File: config.mk
export PLATFORM = sky130hd
export DESIGN_NAME = shift_unit_arbiter
export DESIGN_NICKNAME = d
export VERILOG_FILES = /design/src/rtl/shift_unit_arbiter.sv
export SDC_FILE = /design/constraint.sdc
export NUM_CORES = 1
export LEC_CHECK = 0
export CORE_ASPECT_RATIO = 0.8
export CORE_MARGIN = 2
export CORE_UTILIZATION = 43
export DETAILED_ROUTE_END_ITERATION = 6
export PLACE_DENSITY = 0.65
export SYNTH_ARGS = -nofsm -noshare
export SYNTH_HDL_FRONTEND = slang
export SYNTH_SLANG_ARGS = --single-unit
File: constraint.sdc
create_clock -name cpu_clock_i -period 4.59 [get_ports cpu_clock_i]
set_input_delay 1.377 -clock cpu_clock_i [delete_from_list [all_inputs] [get_ports cpu_clock_i]]
set_output_delay 1.377 -clock cpu_clock_i [all_outputs]
set_load 0.01 [all_outputs]
File: src/rtl/shift_unit_arbiter.sv
// Round-robin arbiter sharing one shifter between two issue pipes. Two registered
// stages (operands, result) feed a valid/ready result port with full backpressure.

module shifter (
  input  logic [31:0] a_i,
  input  logic [4:0]  shamt_i,
  input  logic [4:0]  op_i,
  output logic [31:0] res_o
);

  logic [4:0]  neg_shamt;
  logic [31:0] bit_mask;

  always_comb begin
    // 32 - shamt wraps to 0 for shamt == 0, which keeps rotates by zero exact.
    neg_shamt = 5'd0 - shamt_i;
    bit_mask  = 32'd1 << shamt_i;
    res_o     = '0;
    case (op_i)
      5'b00000: res_o = a_i << shamt_i;
      5'b00001: res_o = a_i >> shamt_i;
      5'b00010: res_o = (a_i << shamt_i) | (a_i >> neg_shamt);
      5'b00011: res_o = (a_i >> shamt_i) | (a_i << neg_shamt);
      5'b00101: res_o = $signed(a_i) >>> shamt_i;
      5'b01000: res_o = a_i & ~bit_mask;
      5'b01011: res_o = {31'd0, a_i[shamt_i]};
      5'b11000: res_o = a_i ^ bit_mask;
      5'b11010: res_o = a_i | bit_mask;
      default:  res_o = '0;
    endcase
  end

endmodule

module shift_unit_arbiter #(
  parameter int TAG_W = 6
) (
  input  logic             cpu_clock_i,
  input  logic             cpu_resetn_i,
  input  logic             flush_i,
  input  logic [1:0]       req_valid_i,
  output logic [1:0]       req_ready_o,
  input  logic [31:0]      req0_a_i,
  input  logic [31:0]      req0_b_i,
  input  logic [4:0]       req0_op_i,
  input  logic [TAG_W-1:0] req0_tag_i,
  input  logic [31:0]      req1_a_i,
  input  logic [31:0]      req1_b_i,
  input  logic [4:0]       req1_op_i,
  input  logic [TAG_W-1:0] req1_tag_i,
  output logic             res_valid_o,
  input  logic             res_ready_i,
  output logic [31:0]      res_o,
  output logic [TAG_W-1:0] res_tag_o,
  output logic             res_src_o
);

  // Handshakes: a transfer happens on a rising edge where valid and ready are both
  // high; a valid producer holds its payload until that edge.

  logic             s1_valid_q, s1_valid_d;
  logic [31:0]      s1_a_q, s1_a_d;
  logic [4:0]       s1_shamt_q, s1_shamt_d;
  logic [4:0]       s1_op_q, s1_op_d;
  logic [TAG_W-1:0] s1_tag_q, s1_tag_d;
  logic             s1_src_q, s1_src_d;

  logic             s2_valid_q, s2_valid_d;
  logic [31:0]      s2_res_q, s2_res_d;
  logic [TAG_W-1:0] s2_tag_q, s2_tag_d;
  logic             s2_src_q, s2_src_d;

  logic             prio_q, prio_d;

  logic             s2_free, s1_free, s1_move;
  logic [1:0]       grant;
  logic             accept, acc_src;
  logic [31:0]      shift_res;

  // Only the shift amount / bit index of operand b reaches the shifter.
  logic             unused_b_hi;
  assign unused_b_hi = ^{req0_b_i[31:5], req1_b_i[31:5]};

  shifter u_shifter (
    .a_i     (s1_a_q),
    .shamt_i (s1_shamt_q),
    .op_i    (s1_op_q),
    .res_o   (shift_res)
  );

  always_comb begin
    s2_free     = !s2_valid_q | res_ready_i;
    s1_free     = !s1_valid_q | s2_free;
    s1_move     = s1_valid_q & s2_free;
    grant[0]    = req_valid_i[0] & (!prio_q | !req_valid_i[1]);
    grant[1]    = req_valid_i[1] & ( prio_q | !req_valid_i[0]);
    req_ready_o = grant & {2{s1_free & !flush_i & cpu_resetn_i}};
    accept      = |req_ready_o;
    acc_src     = req_ready_o[1];
  end

  always_comb begin
    s1_valid_d = s1_valid_q;
    s1_a_d     = s1_a_q;
    s1_shamt_d = s1_shamt_q;
    s1_op_d    = s1_op_q;
    s1_tag_d   = s1_tag_q;
    s1_src_d   = s1_src_q;
    s2_valid_d = s2_valid_q;
    s2_res_d   = s2_res_q;
    s2_tag_d   = s2_tag_q;
    s2_src_d   = s2_src_q;
    prio_d     = prio_q;

    if (accept) begin
      s1_src_d = acc_src;
      prio_d   = ~acc_src;
      if (acc_src) begin
        s1_a_d     = req1_a_i;
        s1_shamt_d = req1_b_i[4:0];
        s1_op_d    = req1_op_i;
        s1_tag_d   = req1_tag_i;
      end else begin
        s1_a_d     = req0_a_i;
        s1_shamt_d = req0_b_i[4:0];
        s1_op_d    = req0_op_i;
        s1_tag_d   = req0_tag_i;
      end
    end

    if (s1_move) begin
      s2_res_d = shift_res;
      s2_tag_d = s1_tag_q;
      s2_src_d = s1_src_q;
    end

    // Flush drops both stages; accept is already blocked through req_ready_o.
    if (flush_i) begin
      s1_valid_d = 1'b0;
      s2_valid_d = 1'b0;
    end else begin
      if (accept)       s1_valid_d = 1'b1;
      else if (s1_move) s1_valid_d = 1'b0;
      if (s1_move)                        s2_valid_d = 1'b1;
      else if (s2_valid_q & res_ready_i)  s2_valid_d = 1'b0;
    end
  end

  always_ff @(posedge cpu_clock_i) begin
    if (!cpu_resetn_i) begin
      s1_valid_q <= 1'b0;
      s2_valid_q <= 1'b0;
      s2_res_q   <= '0;
      s2_tag_q   <= '0;
      s2_src_q   <= 1'b0;
      prio_q     <= 1'b0;
    end else begin
      s1_valid_q <= s1_valid_d;
      s2_valid_q <= s2_valid_d;
      s2_res_q   <= s2_res_d;
      s2_tag_q   <= s2_tag_d;
      s2_src_q   <= s2_src_d;
      prio_q     <= prio_d;
    end
  end

  always_ff @(posedge cpu_clock_i) begin
    s1_a_q     <= s1_a_d;
    s1_shamt_q <= s1_shamt_d;
    s1_op_q    <= s1_op_d;
    s1_tag_q   <= s1_tag_d;
    s1_src_q   <= s1_src_d;
  end

  assign res_valid_o = s2_valid_q;
  assign res_o       = s2_res_q;
  assign res_tag_o   = s2_tag_q;
  assign res_src_o   = s2_src_q;

endmodule

After elaboration in Yosys (flattened, before gate mapping)
Index checks and enable logic that the tools add are counted.
- output and inout bits: 42
- register bits: 91
- $add $sub $neg: 1
- shift-type cells: 6
- bitwise gates (word level): 19
- reduce and logical (&&, ||, !) cells: 11
- order comparisons: 1
- multiplexer cells: 11
- equality and inequality tests: 8
- operator list (kind ; count):
    one-hot mux 32 bit (9 select lines) ; 1
    bitwise OR 32 bit ; 3
    << shifter 32 x 5 -> 32 bit ; 2
    right shift 32 x 5 -> 32 bit ; 2
    bitwise AND 32 bit ; 1
    2-to-1 mux 32 bit ; 1
    NOT 32 bit ; 1
    << shifter 1 x 5 -> 32 bit, first input constant ; 1
    >>> shifter 32 x 5 -> 32 bit ; 1
    bitwise XOR 32 bit ; 1
    == test 5 x 2 -> 1 bit, second input constant ; 2
    == test 5 x 4 -> 1 bit, second input constant ; 2
    == test 5 bit, second input constant ; 2
    2-to-1 mux 5 bit ; 2
    bitwise AND 1 bit ; 6
    logical NOT 1 bit ; 6
    < comparator 5 x 6 -> 1 bit, second input constant ; 1
    2-to-1 mux 6 bit ; 1
    binary-select mux 1 bit (select 5 bit) ; 1
    == test 5 x 1 -> 1 bit, second input constant ; 1
    == test 5 x 3 -> 1 bit, second input constant ; 1
    logical NOT 5 bit ; 1
    2-to-1 mux 1 bit ; 5
    subtractor 1 x 5 -> 5 bit, first input constant ; 1
    other kinds (5) ; 11

Longest topological paths before layout
Gate-level depths: netlist of run 1.
- depth in word-level cells: 8
- depth in mapped cells: 17
- mapped depth without buffers: 10

Modules after synthesis
Synthesis of run 1 repeated with hierarchy kept, for this count alone.
- cells, all modules: 1598
- area, all modules: 14325.0 µm²
- modules (own cells, without submodules) (module ; cells an instance ; sequential area each (µm²) ; instances ; area an instance (µm²)):
    shifter ; 1297 ; 0.0 ; 1 ; 10618.9
    shift_unit_arbiter ; 301 ; 2312.2 ; 1 ; 3706.1

Worst setup path after synthesis of run 1
OpenSTA, ideal clock, no wires.
- kind: reg2reg
- start: reg s1_shamt_q[1]
- end: reg s2_res_q[6], in the netlist res_o[6]
- cell stages (with the launch flop): 13
- clock period less this slack: 3.830 ns
- path buffers: 4
- setup slack: 0.760 ns
- data required time: 4.445 ns
- library setup time: 0.145 ns
- data arrival time: 3.686 ns
- cells stage by stage: edfxtp_1 > buf_6 > inv_1 > buf_2 > buf_2 > buf_1 > ha_1 > xor2_4 > mux4_1 > mux2i_1 > nor3_1 > a2111oi_0 > a41oi_1
- word-level cells in the longest chain between the ends: 4
- ends and longest elaborated chain (element ; RTL line ; source):
    start, declared ; 63 ; logic [4:0] s1_shamt_q, s1_shamt_d;
    start signal, assigned ; 169 ; s1_shamt_q <= s1_shamt_d;
    subtractor 1 x 5 -> 5 bit or << shifter 1 x 5 -> 32 bit (tied branches) ; 16, 17 ;
    << shifter 32 x 5 -> 32 bit (tied with other cells) ; 23 ; 5'b00011: res_o = (a_i >> shamt_i) | (a_i << neg_shamt);
    bitwise OR 32 bit (tied with other cells) ; 23 ;
    one-hot mux 32 bit (9 select lines) * ; 19 ; case (op_i)
    end signal, assigned ; 160 ; s2_res_q <= s2_res_d;
    end, declared ; 69 ; logic [31:0] s2_res_q, s2_res_d;
Mark *: on every way between the ends. The rest lies on a longest branch, timed or not.
A chain may end at the register's enable or synchronous reset.

Worst setup path after layout of run 1
- start: in flush_i
- end: out req_ready_o[1]
- word-level cells in the longest chain between the ends: 4
- ends and longest elaborated chain (element ; RTL line ; source):
    start, declared ; 40 ; input logic flush_i,
    logical NOT 1 bit ; 97 ; req_ready_o = grant & {2{s1_free & !flush_i & cpu_resetn_i}};
    bitwise AND 1 bit (2 in a row) ; 97 ;
    bitwise AND 2 bit ; 97 ;
    end, declared ; 42 ; output logic [1:0] req_ready_o,
No other way between the ends.

==> results of run 1 <==
[cell type report]
class,instances,area share
antenna,3,0.000460
clock buffer,9,0.0138
clock inverter,7,0.00399
inverter,47,0.0108
multi-input combinational,1352,0.660
sequential,91,0.142
tap,427,0.0327
timing repair buffer,245,0.137
[metrics by stage]
step,cell area [µm²],worst slack [ns],std cells,power [W]
floorplan,14100,0.760,1665,0.00179
global placement,16000,0.0826,2162,0.00233
detailed placement,16000,0.104,2162,0.00234
CTS,16300,0.0816,2178,0.00312
global route,16300,0.110,2179,0.00326
finish,16300,0.200,2181,0.00322
[where the power goes]
part | switching, W | internal [W]
Combinational | 0.000848 | 0.000563
Clock | 0.000419 | 0.000383
Sequential | 0.000119 | 0.000890
[sequential cells by signal, indices dropped and copies added (netlist names)]
register     cells
res_o           32
s1_a_q          32
res_tag_o        6
s1_tag_q         6
s1_op_q          5
s1_shamt_q       5
prio_q           1
res_src_o        1
res_valid_o      1
s1_src_q         1
s1_valid_q       1
[what timing repair did]
item | CTS | global route
endpoints found under the setup margin | 0 | 1
hold buffers | 0 | 0
gates resized for setup | 0 | 1
[routing by layer]
layer  GRT usage  share of wire  routed length, µm
met5      0.0371         0.0021                170
met3       0.234           0.17              14200
met2       0.634           0.38              31600
met4       0.254          0.071               5890
met1       0.625           0.37              31000
[cell usage after synthesis (all sizes together) (12+ instances only)]
library cell,count
clkbuf,81
nand3,56
dfxtp,42
nor2,80
mux2,53
a21oi,54
buf,94
inv,44
and3,14
o2bb2ai,15
nor2b,15
ha,69
a31oi,15
edfxtp,49
a22oi,26
mux4,108
o21ai,47
nand2,351
a211oi,30
mux2i,110
nor3,36
and2,18
a2bb2oi,12
o211ai,16
a22o,14
nor4,13
nand2b,23
[worst register-to-register path, stage by stage (launching register included)]
cell       delay [ns]
edfxtp_1         0.60
inv_2            0.14
ha_1             0.37
nor3b_4          0.23
xnor2_2          0.96
nand3_1          0.70
o2bb2ai_1        0.60
o21ai_0          0.25
a41oi_1          0.25
[kinds of logic after synthesis]
| logic type | share of synthesized area |
|---|---|
| and+or+nand+nor | 0.209 |
| AOI/OAI and AO/OA | 0.187 |
| muxes | 0.296 |
| buffers and inverters | 0.0786 |
| DFF | 0.163 |
| adders and majority gates | 0.0610 |
| xor gates and xnor gates | 0.00487 |
[layout by cell type (no fill, tap or decap), drive strengths merged, types with 53 or more instances in the layout]
cell | Yosys | final
nand3 | 56 | 56
mux4 | 108 | 108
nor2 | 80 | 80
buf | 94 | 102
mux2 | 53 | 53
a21oi | 54 | 54
ha | 69 | 69
nand2 | 351 | 351
mux2i | 110 | 110
clkdlybuf4s50 | 0 | 143
[final timing paths]
kind | from | end | slack (ns) | cells past startpoint
worst max-delay path | flush_i | req_ready_o[1] | 0.20 | 6
worst min-delay path | res_src_o | res_src_o | 0.46 | 2
worst max register to register | s1_shamt_q[0] | res_o[17] | 0.39 | 8
worst min register to register | res_src_o | res_src_o | 0.46 | 2
==> metrics.md, run 1 <==
| Metric | Value |
|---|---|
| Final ANT Viol Nets | `0` |
| Least-Margin Pin Slew | `between 1 and 1.5 ns` |
| CP Class | `in2out` |
| Leakage | `around 6.4 nW` |
| Crit path cell chain | `clkdlybuf4s50_1 -> nand2b_1 -> a21oi_2 -> nand2_2 -> inv_2 -> clkdlybuf4s50_1` |
| Largest net degree at the start of global routing | `72` |
| Initial DRC count | `3017` |
| Main flop type after synthesis | `edfxtp_1` |
| Routed WL per cell | `approximately 38 µm` |
| GPL Wtd Cong | `1.11` |
| CTS tree | `yes` |
| EDFF count, synth | `49` |
| Sequential cell area fraction in the yosys report | `0.163` |
| Placement Rows | `59` |
| Total Routing Usage GR | `0.477` |
| Vias in the first global route | `around 15000` |
| Die span in x | `207 µm` |
| Vias post-DR | `about 16000` |
| Skew-Pair Late Insertion Delay | `0.38 ns` |
| Hold WS | `approximately 0.46 ns` |
| Ys Warns | `0` |
| Clock Path Buffers | `2` |
| # setup viols final | `0` |
| Seq. cell area | `2310 µm²` |
| CP bufs+invs | `3` |
| Post-DP HPWL | `61.2 mm` |
| Nets | `just under 2000` |
| CTS buffer count | `9` |
| HP Class | `reg2reg` |
| Area share of the largest cell type after synthesis | `0.161` |
| Yosys reg bits | `91` |
| Layout fillers | `3159` |
| Syn Area/Cell | `8.49 µm²` |
| Clock root buffer master | `clkbuf_16` |
| Critical Path Slowest Stage Cell | `clkdlybuf4s50_1` |
| Final hold violations | `0` |
| Post-Synthesis Cells | `about 1700` |
| Worst-path fanout max | `3` |
| Initial core utilization | `0.435` |
| RSZ-0062 raised after global routing | `false` |
| Endpoint type of the worst setup path | `output pin` |
| # port buffers | `between 100 and 150` |
| Mapped cell area | `between 10000 and 15000 µm²` |
| Fmax | `228 MHz` |
| Setup tns final | `0 ns` |
| Layout Skew | `0.0113 ns` |
| Status | `finished with violations` |
| Layout Area Growth over Synthesis | `15.4%` |
| Die ar. | `34400 µm²` |
| Largest area contributor in the netlist | `mux4_2` |
| Failing checks | `DRC` |
| Req. time, crit path | `3.21 ns` |
| Total gr overflow | `0` |
| MaxCap Viol Count | `0` |
| Worst EP arrival | `between 3 and 4 ns` |
| IO Pins | `198` |
| Area of the multi-input gates | `10800 µm²` |
| WL final | `82.8 mm` |
| Post-synth ARST share | `0` |
| Core Util, Final | `0.503` |
| Clk sinks | `91` |
| Syn_nets | `1890` |
| Worst VDD drop | `0.161 mV` |
| Drt via density | `~7.4` |
| Layout cells sized above 1 | `0.173` |
| Pwr Density | `197 nW/µm²` |
| Top post-synthesis cells by area | `mux4_2, edfxtp_1, nand2_1` |
| CP delay by family, top | `buffers and inverters` |
| # DRC | `43` |
| Most used cell, CP | `clkdlybuf4s50_1` |
| Post-layout min period | `~4.4 ns` |
| Clock transition at path regs | `0.08 ns` |
| Initial antenna violation count | `5` |
| Startpoint Class | `primary input` |
| H-tree depth | `3` |
| Max Transition Viols Final | `0` |
| Unique masters post-synth | `89` |
| Core ar. | `32500 µm²` |
| Post-CTS setup buffers | `0` |
| Period utilization | `0.956` |
| Die extent in y | `166 µm` |
| Max incr delay on CP | `0.53 ns` |
| 1st-pass router iterations | `7` |
| First-pass GRT wire length | `115 mm` |
| Max-Slew Margin vs Limit | `0.156` |
Note: power is estimated with default switching activity, not from simulation.
==> run 2, diff against run 1 <==
--- a/config.mk
+++ b/config.mk
@@ -12,4 +12,5 @@
 export PLACE_DENSITY = 0.65
 export SYNTH_ARGS = -nofsm -noshare
 export SYNTH_HDL_FRONTEND = slang
+export SYNTH_HIERARCHICAL = 1
 export SYNTH_SLANG_ARGS = --single-unit
==> metrics.md, run 2 <==
| Metric | Value |
|---|---|
| Worst EP arrival | `4.70 ns (was 3.01 ns)` |
| Startpoint Class | `register (was primary input)` |
| Max-Slew Margin vs Limit | `0.178 (was 0.156)` |
| Critical Path Slowest Stage Cell | `ha_1 (was clkdlybuf4s50_1)` |
| Post-synthesis compound-gate area fraction | `0.204 (was 0.187)` |
| Failing checks | `DRC (unchanged)` |
| Max Transition Viols Final | `0 (unchanged)` |
| Cts repair resizes | `0 (unchanged)` |
| Post-synth ARST share | `0 (unchanged)` |
| Skew-Pair Late Insertion Delay | `0.38 ns (about the same)` |
| Met1 Use GR | `0.575 (was 0.625)` |
| Drt via density | `7.45 (was 7.40)` |
| Layout cells sized above 1 | `0.233 (was 0.173)` |
| Total power | `0.00307 W (was 0.00322 W)` |
| Largest net degree at the start of global routing | `86 (was 72)` |
| Layout Area Growth over Synthesis | `18.0% (was 15.4%)` |
| Mapped cell area | `14300 µm² (was 14100 µm²)` |
| Mux cell area share after synthesis | `0.341 (was 0.296)` |
| Pwr Density | `182 nW/µm² (was 197 nW/µm²)` |
| # port buffers | `143 (unchanged)` |
| Clock Path Buffers | `2 (unchanged)` |
| Hold buffer count at cts | `0 (unchanged)` |
| Endpoint type of the worst setup path | `register (was output pin)` |
| CTS tree | `yes (unchanged)` |
| Most frequent cells in the layout | `clkdlybuf4s50_1, mux4_2, buf_4 (was nand2_1, clkdlybuf4s50_1, mux2i_1)` |
| Syn Area/Cell | `8.96 µm² (was 8.49 µm²)` |
| Clock transition at path regs | `0.07 ns (was 0.08 ns)` |
| Clock root buffer master | `clkbuf_16 (unchanged)` |
| Finished layout cell area | `16900 µm² (was 16300 µm²)` |
| Vias in the first global route | `14700 (was 15100)` |
| Core ar. | `32600 µm² (was 32500 µm²)` |
| CP delay by family, top | `simple AND/OR/NAND/NOR gates (was buffers and inverters)` |
| Layout Skew | `0.0205 ns (was 0.0113 ns)` |
| Post-CTS setup buffers | `0 (unchanged)` |
| # setup viols final | `0 (unchanged)` |
| Post-Synth Simple-Gate Area | `0.151 (was 0.209)` |
| Worst-path fanout max | `30 (was 3)` |
| Total Routing Usage GR | `0.432 (was 0.477)` |
| Largest family of logic cells by synthesized area | `multiplexers (unchanged)` |
| Core Util, Final | `0.518 (was 0.503)` |
| Placed inst area | `16600 µm² (was 16000 µm²)` |
| Clk sinks | `91 (unchanged)` |
| Post-Synthesis Cells | `1598 (was 1665)` |
| IO Pins | `198 (unchanged)` |
| Nets | `1915 (was 1971)` |
| Yosys reg bits | `91 (unchanged)` |
| 1st-pass router iterations | `6 (was 7)` |
| Setup tns final | `0 ns (unchanged)` |
| Most common cell after layout, fill and taps aside | `clkdlybuf4s50_1 (was nand2_1)` |
| H-tree depth | `3 (unchanged)` |
| GPL Wtd Cong | `1.12 (was 1.11)` |
| Die span in x | `208 µm (was 207 µm)` |
| Synth Area in XOR/XNOR | `0.00376 (was 0.00487)` |
| Area share of the largest cell type after synthesis | `0.217 (was 0.161)` |
| GR peak layer | `met2 (unchanged)` |
| First-pass GRT wire length | `109 mm (was 115 mm)` |
| Final ANT Viol Nets | `0 (unchanged)` |
| Least-Margin Pin Slew | `1.23 ns (was 1.26 ns)` |
| Fmax | `224 MHz (was 228 MHz)` |
| Status | `finished with violations (unchanged)` |
| Initial antenna violation count | `4 (was 5)` |
| Max incr delay on CP | `0.67 ns (was 0.53 ns)` |
| HP Class | `reg2reg (unchanged)` |
| CP bufs+invs | `2 (was 3)` |
| RSZ-0062 raised after global routing | `false (unchanged)` |
| Initial core utilization | `0.439 (was 0.435)` |
| Grt met3 use | `0.183 (was 0.234)` |
| Synth Area in Adders | `0.0603 (was 0.0610)` |
| Most instantiated library cell after synthesis | `mux4_2 (was nand2_1)` |
| Total gr overflow | `0 (unchanged)` |
| Ys Warns | `6 (was 0)` |
| Die extent in y | `167 µm (was 166 µm)` |
| Syn_nets | `1823 (was 1890)` |
| CTS buffer count | `9 (unchanged)` |
| Placement Rows | `59 (unchanged)` |
| Top post-synthesis cells by area | `mux4_2, edfxtp_1, ha_1 (was mux4_2, edfxtp_1, nand2_1)` |
| Period utilization | `0.971 (was 0.956)` |
| Crit path cell chain | `buf_4 -> buf_4 -> ha_1 -> nand3_1 -> ha_1 -> a22oi_1 -> o21ai_0 -> nor4_1 -> nand4_1 -> nand3_1 -> a21oi_1 (was clkdlybuf4s50_1 -> nand2b_1 -> a21oi_2 -> nand2_2 -> inv_2 -> clkdlybuf4s50_1)` |
| Sequential cell area fraction in the yosys report | `0.161 (was 0.163)` |
| MaxCap Viol Count | `0 (unchanged)` |
| Hold WS | `0.479 ns (was 0.459 ns)` |
| Synth cell count leaders | `mux4_2, nor2_1, clkbuf_1, o21ai_0, nand2_1 (was nand2_1, mux2i_1, mux4_2, clkbuf_1, nor2_1)` |
| Grt met2 use | `0.597 (was 0.634)` |
| Routed WL per cell | `36.0 µm (was 38.0 µm)` |
| Vias post-DR | `15800 (was 16100)` |
| Worst VDD drop | `0.158 mV (was 0.161 mV)` |
| Main flop type after synthesis | `edfxtp_1 (unchanged)` |
| Post-layout min period | `4.46 ns (was 4.39 ns)` |
| Largest area contributor in the netlist | `mux4_2 (unchanged)` |
| Post-DP HPWL | `57.7 mm (was 61.2 mm)` |
| Initial DRC count | `2701 (was 3017)` |
| Final hold violations | `0 (unchanged)` |
| Unique masters post-synth | `89 (unchanged)` |
| WL final | `76.6 mm (was 82.8 mm)` |
| CP Class | `reg2reg (was in2out)` |
| Req. time, crit path | `4.83 ns (was 3.21 ns)` |
| EDFF count, synth | `49 (unchanged)` |
| Leakage | `6.09 nW (was 6.39 nW)` |
| # DRC | `11 (was 43)` |
| Die ar. | `34800 µm² (was 34400 µm²)` |
==> run 2: cell types whose count changed in the layout (fill, tap and decap cells not counted), sizes merged, moves of 14 or more <==
cell and delta:
a21oi +26, buf +41, mux2 +21, mux2i -29, mux4 +34, nand2 -243, nand3 +38, nor2 +55
o211ai +14, o21ai +63
==> run 2: cell families after synthesis <==
kind of cell / count (synthesis)
fa+ha+maj: 69
buf+inv: 251
compound gates: 428
flops: 91
xor+xnor: 4
simple gates: 458
mux: 297
==> run 2: cell type report <==
type	count	area (µm²)
multi-input cells	1256	11000
inverters	46	173
diodes	5	12.5
fillers	2995	15700
clock buffers	9	225
flip-flops and latches	91	2310
repair buffers	286	2610
well taps	427	534
clock inverters	6	63.8
==> run 2: worst reg2reg max path, delay by kind of cell, from the launching register on <==
kind | cells | cell delay, ns
fa+ha+maj | 2 | 1.02
buf+inv | 2 | 0.89
simple gates | 4 | 1.30
flops | 1 | 0.51
compound gates | 3 | 0.62
==> run 2: routing by layer <==
metal  vias to the layer above  part of all wire
met1                      7782              0.38
met2                      1435              0.40
met5                         -                 0
met3                       230              0.16
li1                       6402                 -
met4                         0             0.054
==> run 2: path summary, 6_finish.rpt <==
kind | from | to | slack (ns) | depth (start not counted)
setup reg to reg | s1_shamt_q[0] | res_o[11] | 0.13 | 11
hold reg to reg | res_o[3] | res_o[3] | 0.48 | 2
hold / removal | res_o[3] | res_o[3] | 0.48 | 2
setup / recovery | s1_shamt_q[0] | res_o[11] | 0.13 | 11
==> run 2: power breakdown <==
group          leakage [nW]  switching [W]  internal (W)
Clock                 0.141       0.000343      0.000420
Combinational          5.15       0.000781      0.000560
Sequential            0.796      0.0000751      0.000892
==> run 2: metrics by stage <==
| stage | cells | setup slack [ns] |
|---|---|---|
| final | 2126 | 0.131 |
| after global routing | 2121 | 0.131 |
| after global placement | 2106 | 0.212 |
| after CTS | 2121 | 0.196 |
| after floorplan | 1598 | 0.357 |
| after detailed placement | 2106 | 0.203 |
